## src/rtl/onn_recall_ctrl.sv

```systemverilog
// Oscillatory/Hopfield neural-network recall controller: loads a pattern and iterates the neuron state to a fixed point or to a timeout.
// Latency: one RUN cycle per synchronous iteration, NUM_NEURONS RUN cycles per sequential sweep; DONE follows the deciding cycle.
// Backpressure: the result is held in DONE until res_ack; start is ignored outside IDLE; abort cancels a run with no result.
//
// Ports:
//   clk, rst_n              - clock (rising edge), asynchronous active-low reset
//   start, mode, pattern_in - launch a run; mode 0 = all neurons per cycle, 1 = one neuron per cycle
//   abort                   - cancel a run in progress
//   nin / nout              - next-state vector from the synapse block / current neuron-state register
//   busy, res_valid, res_ack, converged, iter_count - status and result handshake
module onn_recall_ctrl #(
    parameter int NUM_NEURONS = 15,
    parameter int MAX_ITERS   = 64
) (
    input  logic                   clk,
    input  logic                   rst_n,
    input  logic                   start,
    input  logic                   mode,
    input  logic [NUM_NEURONS-1:0] pattern_in,
    input  logic                   abort,
    input  logic [NUM_NEURONS-1:0] nin,
    output logic [NUM_NEURONS-1:0] nout,
    output logic                   busy,
    output logic                   res_valid,
    input  logic                   res_ack,
    output logic                   converged,
    output logic [7:0]             iter_count
);

    localparam int             IW       = (NUM_NEURONS > 1) ? $clog2(NUM_NEURONS) : 1;
    localparam logic [IW-1:0]  LAST_IDX = IW'(NUM_NEURONS - 1);
    localparam logic [7:0]     MAX8     = 8'(MAX_ITERS);

    typedef enum logic [1:0] {S_IDLE, S_RUN, S_DONE} state_t;

    state_t                 state_q, state_d;
    logic [NUM_NEURONS-1:0] nout_q, nout_d;
    logic                   mode_q, mode_d;
    logic [7:0]             iter_q, iter_d;
    logic [IW-1:0]          idx_q, idx_d;
    logic                   chg_q, chg_d;
    logic                   conv_q, conv_d;

    logic [7:0]             iter_inc;
    logic                   last_iter;
    logic                   chg_now;

    always_ff @(posedge clk or negedge rst_n) begin
        if (!rst_n) begin
            state_q <= S_IDLE;
            nout_q  <= '0;
            mode_q  <= 1'b0;
            iter_q  <= '0;
            idx_q   <= '0;
            chg_q   <= 1'b0;
            conv_q  <= 1'b0;
        end else begin
            state_q <= state_d;
            nout_q  <= nout_d;
            mode_q  <= mode_d;
            iter_q  <= iter_d;
            idx_q   <= idx_d;
            chg_q   <= chg_d;
            conv_q  <= conv_d;
        end
    end

    always_comb begin
        state_d   = state_q;
        nout_d    = nout_q;
        mode_d    = mode_q;
        iter_d    = iter_q;
        idx_d     = idx_q;
        chg_d     = chg_q;
        conv_d    = conv_q;
        iter_inc  = iter_q + 8'd1;
        // MAX_ITERS <= 255, so iter_count stops at the limit and never wraps.
        last_iter = (iter_inc == MAX8);
        // Sweep-level change flag including the bit being updated this cycle.
        chg_now   = chg_q | (nin[idx_q] != nout_q[idx_q]);

        unique case (state_q)
            S_IDLE: begin
                // abort is irrelevant here, so start always wins.
                if (start) begin
                    state_d = S_RUN;
                    nout_d  = pattern_in;
                    mode_d  = mode;
                    iter_d  = '0;
                    idx_d   = '0;
                    chg_d   = 1'b0;
                    conv_d  = 1'b0;
                end
            end
            S_RUN: begin
                if (abort) begin
                    // Cancel without updating nout or iter_count.
                    state_d = S_IDLE;
                end else if (!mode_q) begin
                    iter_d = iter_inc;
                    if (nin == nout_q) begin
                        state_d = S_DONE;
                        conv_d  = 1'b1;
                    end else begin
                        nout_d = nin;
                        if (last_iter) state_d = S_DONE;
                    end
                end else begin
                    nout_d[idx_q] = nin[idx_q];
                    if (idx_q == LAST_IDX) begin
                        idx_d  = '0;
                        iter_d = iter_inc;
                        chg_d  = 1'b0;
                        // Convergence on the final sweep beats the timeout.
                        if (!chg_now) begin
                            state_d = S_DONE;
                            conv_d  = 1'b1;
                        end else if (last_iter) begin
                            state_d = S_DONE;
                        end
                    end else begin
                        idx_d = idx_q + IW'(1);
                        chg_d = chg_now;
                    end
                end
            end
            S_DONE: begin
                if (res_ack) state_d = S_IDLE;
            end
            default: state_d = S_IDLE;
        endcase
    end

    assign nout       = nout_q;
    assign busy       = (state_q == S_RUN);
    assign res_valid  = (state_q == S_DONE);
    assign converged  = conv_q;
    assign iter_count = iter_q;

endmodule

```

## config.mk

```make
export PLATFORM = sky130hd
export DESIGN_NAME = onn_recall_ctrl
export DESIGN_NICKNAME = d
export VERILOG_FILES = /design/src/rtl/onn_recall_ctrl.sv
export SDC_FILE = /design/constraint.sdc
export NUM_CORES = 1
export LEC_CHECK = 0
export BUFFER_PORTS_ARGS = -buffer_cell sky130_fd_sc_hd__buf_2
export CORE_ASPECT_RATIO = 0.5
export CORE_MARGIN = 2
export CORE_UTILIZATION = 45
export CTS_BUF_LIST = sky130_fd_sc_hd__clkbuf_8 sky130_fd_sc_hd__clkbuf_16
export DETAILED_ROUTE_END_ITERATION = 12
export PLACE_DENSITY_LB_ADDON = 0.25
export SLEW_MARGIN = 20
export SYNTH_ARGS = -nofsm -noshare
export SYNTH_HDL_FRONTEND = slang
export SYNTH_SLANG_ARGS = --single-unit
```

## constraint.sdc

```tcl
create_clock -name clk -period 2.4 [get_ports clk]
set_input_delay 0.48 -clock clk [delete_from_list [all_inputs] [get_ports clk]]
set_output_delay 0.48 -clock clk [all_outputs]
set_load 0.02 [all_outputs]
```

# Yosys cells after proc, flatten, opt, wreduce, memory -nomap -nowiden
# Index checks and enable logic that the tools add are counted.
word_totals:
  reg_bits: 32
classes:
  addsub: 2
  n_lt_le_gt_ge: 2
  eq_ne: 15
  n_mux: 42
  bitwise: 1
  n_reduce_logical: 9
ops:
  columns: ["operator", "count"]
  rows:
  - ["2-to-1 mux 15 bit", 4]
  - ["2-to-1 mux 8 bit", 4]
  - ["case mux 15 bit (2 select lines)", 1]
  - ["2-to-1 mux 2 bit", 8]
  - ["2-to-1 mux 4 bit", 4]
  - ["case mux 8 bit (2 select lines)", 1]
  - ["bitwise mux 15 bit", 1]
  - ["== test 15 bit", 1]
  - ["2-to-1 mux 1 bit", 12]
  - ["AND reduction 4 bit", 3]
  - ["adder 8 x 1 -> 8 bit, second input constant", 1]
  - ["binary-select mux 1 bit (select 4 bit)", 2]
  - ["== test 8 x 7 -> 1 bit, second input constant", 1]
  - ["case mux 4 bit (2 select lines)", 1]
  - ["inequality test 3 bit, second input constant", 2]
  - ["case mux 2 bit (3 select lines)", 1]
  - ["AND reduction 6 bit", 1]
  - ["less-than comparator 4 x 5 -> 1 bit, second input constant", 1]
  - ["adder 4 x 1 -> 4 bit, second input constant", 1]
  - ["demux 1 bit (select 4 bit)", 1]
  - ["== test 4 bit, second input constant", 1]
  - [">= comparator 4 x 1 -> 1 bit, second input constant", 1]
  - ["inequality test 2 x 1 -> 1 bit, second input constant", 2]
  - ["inequality test 2 bit, second input constant", 2]
  - ["13 further kinds", 14]

# Longest topological paths before layout
depth:
  word_depth: 9
  mapped_depth: 8

# Worst setup path before layout
# OpenSTA, ideal clock, no wires.
synth_path:
  path_type: "flip-flop to flip-flop"
  startpoint: "register nout_q[4], in the netlist nout[4]"
  endpoint: "register nout_q[13], in the netlist nout[13]"
  t_arrival_ps: 2011
  t_required_ps: 2275
  setup_slack_ps: 264
  stages_incl_launch_ff: 8
  path_buffers: 1
  period_less_slack_ps: 2136
  cell_sequence: "dfrtp_1 xor2_1 nor4_1 nand2_1 o41ai_4 buf_6 nor2_2 mux2_4"
synth_between:
  elab_chain_len: 3
synth_rtl:
  columns: ["element", "line", "source"]
  rows:
  - ["start: declaration", "37", "logic [NUM_NEURONS-1:0] nout_q, nout_d;"]
  - ["start signal: assignment", "59", "nout_q <= nout_d;"]
  - ["== test 15 bit", "101", "if (nin == nout_q) begin"]
  - ["inequality test 3 bit (no source line)", null, null]
  - ["AND reduction 4 bit (no source line)", null, null]
# No other way between the ends.
# A chain may end at the register's enable or synchronous reset.

# Final worst setup path
layout_path:
  startpoint: "register idx_q[0]"
  endpoint: "register state_q[0]"
layout_between:
  elab_chain_len: 9
  word_cells_on_any_way: 14
  cone_classes: "eq/ne: 3; mux: 9; bitwise: 1; reduce/logical: 1"
layout_rtl:
  columns: ["element", "line", "source"]
  rows:
  - ["start: declaration", "40", "logic [IW-1:0] idx_q, idx_d;"]
  - ["start signal: assignment", "62", "idx_q <= idx_d;"]
  - ["binary-select mux 1 bit (select 4 bit)", "80", "chg_now = chg_q | (nin[idx_q] != nout_q[idx_q]);"]
  - ["2-to-1 mux 1 bit (not written as such)", "80", null]
  - ["inequality test 1 bit", "80", null]
  - ["OR 1 bit", "80", null]
  - ["2-to-1 mux 2 bit", "115", "if (!chg_now) begin"]
  - ["2-to-1 mux 2 bit", "110", "if (idx_q == LAST_IDX) begin"]
  - ["2-to-1 mux 2 bit", "99", "end else if (!mode_q) begin"]
  - ["2-to-1 mux 2 bit", "96", "if (abort) begin"]
  - ["case mux 2 bit (3 select lines)", "82", "unique case (state_q)"]
  - ["end signal: assignment", "58", "state_q <= state_d;"]
  - ["end: declaration", "36", "state_t state_q, state_d;"]
# Several ways; a longest one is shown, not always the timed one. The select of a mux whose other input is x is not followed.

==> impl_metrics.py <==
metrics = {
    "floorplan": {
        "die_h_um": 57.7,
        "initial_core_util_pct": 47.0,
        "die_w_um": 111,
        "row_count": 19,
        "coreArea_um2": 5520,
        "fp.dieArea_um2": 6420,
        "ios": 62,
    },
    "yosys": {
        "netlist_area_um2": 2590,
        "synth_most_common_cell": "o21ai_0",
        "synth_edf_count": 0,
        "yosys-top-cells-area": "dfrtp_1 31%, o21ai_0 6.6%, a21oi_1 4.8%",
        "synth.top_cells.by_count": "34 x o21ai_0, 32 x dfrtp_1, 27 x nand2_1",
        "synth_ff_type": "dfrtp_1",
        "ys_seq_area_share_pct": 30.9,
        "syn_area_per_cell_um2": 8.70,
        "syn-instance-count": 298,
        "synth_cell_types": 50,
        "syn-num-nets": 335,
        "synth.largest_area_cell": "dfrtp_1",
        "yosysTopAreaCellShare_pct": 30.9,
        "ys_warn_count": 0,
        "ys_async_sr_fraction_pct": 100,
        "synth-seq-cells": 32,
    },
    "placement": {
        "pre_cts_ws_ns": 0.0000491,
        "gp_congestion": 0.914,
        "placed_cell_area_um2": 3050,
        "io_buffers": 61,
        "dp_cells": 435,
        "dp_hpwl_um": 5780,
    },
    "critical_path": {
        "cp.required_ns": 2.56,
        "reg2reg_slack_ns": 0.1,
        "critPathArrivalTime_ns": 2.47,
        "worstSetupEndpointType": "flop",
        "startpoint": "idx_q[0]",
        "crit_type": "reg2reg",
        "start_kind": "flop",
        "r2r_start": "idx_q[0]",
        "rr_endpoint": "state_q[0]",
        "cp_max_fo": 8,
        "reg2reg_depth": 7,
        "crit_end": "state_q[0]",
    },
    "grt": {
        "grt_max_degree": 33,
        "grt_pass1_wl_um": 12600,
        "grt_pass1_vias": 2526,
        "grt_overflow_total": 0,
        "grtUsageTotal_pct": 24.9,
        "antenna_found_initial": 0,
    },
    "pwr": {
        "p_sw_share_pct": 46.8,
        "intPower_mw": 2.29,
        "p_seq_share_pct": 24.2,
        "comb_power_share_pct": 60.8,
        "clkPwrFrac_pct": 15.0,
        "p_leak_nw": 1.41,
        "power_density_nw_per_um2": 1350,
        "power_switching_mw": 2.02,
        "peakVddDrop_mv": 0.591,
    },
    "drt": {
        "wl_met1_um": 3600,
        "final_antenna_net_count": 0,
        "routed.top_layer": "met4",
        "wl_met2_um": 3620,
        "drt_iter0_drc": 167,
        "wl_met3_um": 477,
        "vias": 2564,
        "drt_wl_total_um": 7760,
        "route.detailed.drc": 0,
        "wl_per_cell_um": 17.5,
        "via_per_inst": 5.79,
        "drt_first_pass_iters": 5,
    },
    "timing": {
        "fin_ws_ns": 0.0971,
        "relSlewSlack_pct": 50.2,
        "fmax_ghz": 0.434,
        "hold_violations": 0,
        "skew_ns": 0.00315,
        "worst_pin_slew_ns": 0.747,
        "grt_setup_unrepaired": "false",
        "fin_crit_sh_pct": 96.0,
        "fin_crit_ns": 2.30,
        "setup_viol": 0,
        "slew_viol_final": 0,
    },
    "final_layout": {
        "final_nets": 406,
        "fin_cells": 443,
        "area_delta_synth_final_pct": 23.5,
        "diodes": 0,
        "design_area_um2": 3200,
        "drive_gt1_share_pct": 33.2,
    },
    "clocking": {
        "cts-root-buf": "clkbuf_16",
        "clk_latency_ns": 0.28,
        "clk_pin_slew_ns": 0.05,
        "cts_tree": "done",
        "clk_path_buf_depth": 2,
        "cts_sinks": 32,
        "htreeDepth": 2,
        "cts_buffers": 5,
    },
    "hold_path": {
        "hold_class": "in2async",
    },
    "flow_run": {
        "drv_cap": 0,
    },
    "status": {
        "status": "complete, no violations",
    },
}
critical path, cell delays in order (launching register included):
cell       delay (ns)
dfrtp_1          0.50
buf_4            0.24
mux2_2           0.35
o2bb2ai_1        0.24
o21ai_0          0.15
a211oi_2         0.28
o21ai_1          0.15
a211o_1          0.28
logic make-up (layout without fill, tap and decap cells):
logic type	Yosys count	count (layout)	synth area share (%)
adder cells (fa/ha/maj)	1	1	0.483
buffers and inverters	20	92	3.91
XOR/XNOR	17	17	5.74
AO/OA/AOI/OAI	95	95	23.3
AND/OR/NAND/NOR	105	105	21.9
multiplexers	28	28	13.9
flip-flops	32	32	30.9
registers in the layout (all words and copies together), names as in the netlist:
register	flops
chg_q	1
converged	1
idx_q	4
iter_count	8
mode_q	1
nout	15
state_q	2
through the flow:
| step | TNS, ns | hold WS [ns] | util, % | total power [mW] |
|---|---|---|---|---|
| finish | 0 | 0.263 | 58.1 | 4.31 |
| global placement | -0.185 | 0.555 | 55.3 | 3.57 |
| detailed placement | 0 | 0.561 | 55.3 | 3.62 |
| global route | 0 | 0.335 | 58.1 | 4.59 |
| CTS | 0 | 0.298 | 58.0 | 4.28 |
| floorplan | 0 | 0.184 | - | 2.85 |
per-layer routing:
| layer | vias up | global-route usage, % |
|---|---|---|
| li1 | 1234 | - |
| met1 | 1243 | 34.4 |
| met2 | 79 | 41.7 |
| met3 | 8 | 5.02 |
| met4 | 0 | 5.11 |
| met5 | - | 0 |
worst min-delay path by stage:
stage,from,to
global route,rst_n,iter_count[1]
floorplan,rst_n,chg_q
global placement,iter_count[1],iter_count[1]
finish,rst_n,iter_count[2]
CTS,rst_n,iter_count[2]
detailed placement,chg_q,chg_q
what timing repair did:
item	in CTS	in global routing
resized for setup	0	2
endpoints found under the setup margin	0	3
buffers inserted	0	0
hold buffers	0	0
power groups by stage:
stage / registers [mW] / clock network [mW] / logic, mW
after global placement: 1.03 / 0 / 2.54
after CTS: 1.04 / 0.651 / 2.59
final: 1.04 / 0.647 / 2.62
after global routing: 1.07 / 0.683 / 2.83
after floorplan: 1.13 / 0 / 1.72
after detailed placement: 1.04 / 0 / 2.58
cell usage in the layout (no fill, tap or decap), types with 3 or more instances in the layout:
master	instances
buf_2	61
nand3_1	9
nor2b_1	8
nor3b_1	15
a211oi_1	5
a21oi_1	25
o21ai_0	34
xor2_1	13
nand4_1	4
nor2_1	17
xnor2_1	4
o31ai_1	6
mux2i_1	10
mux2_4	8
mux2_2	8
nand2b_1	7
buf_4	20
or3_1	3
or2_2	3
nand2_1	27
clkbuf_16	5
dfrtp_1	31
a21oi_2	7
inv_1	3
layout make-up:
class / instances / area [um^2]
fill: 514 / 2310
multi-input combinational: 246 / 1690
sequential: 32 / 802
timing repair buffer: 81 / 455
clock buffer: 6 / 139
tap: 73 / 91.3
inverter: 3 / 11.3
clock inverter: 2 / 10.0
No activity file was read; power rests on OpenSTA's default activity.
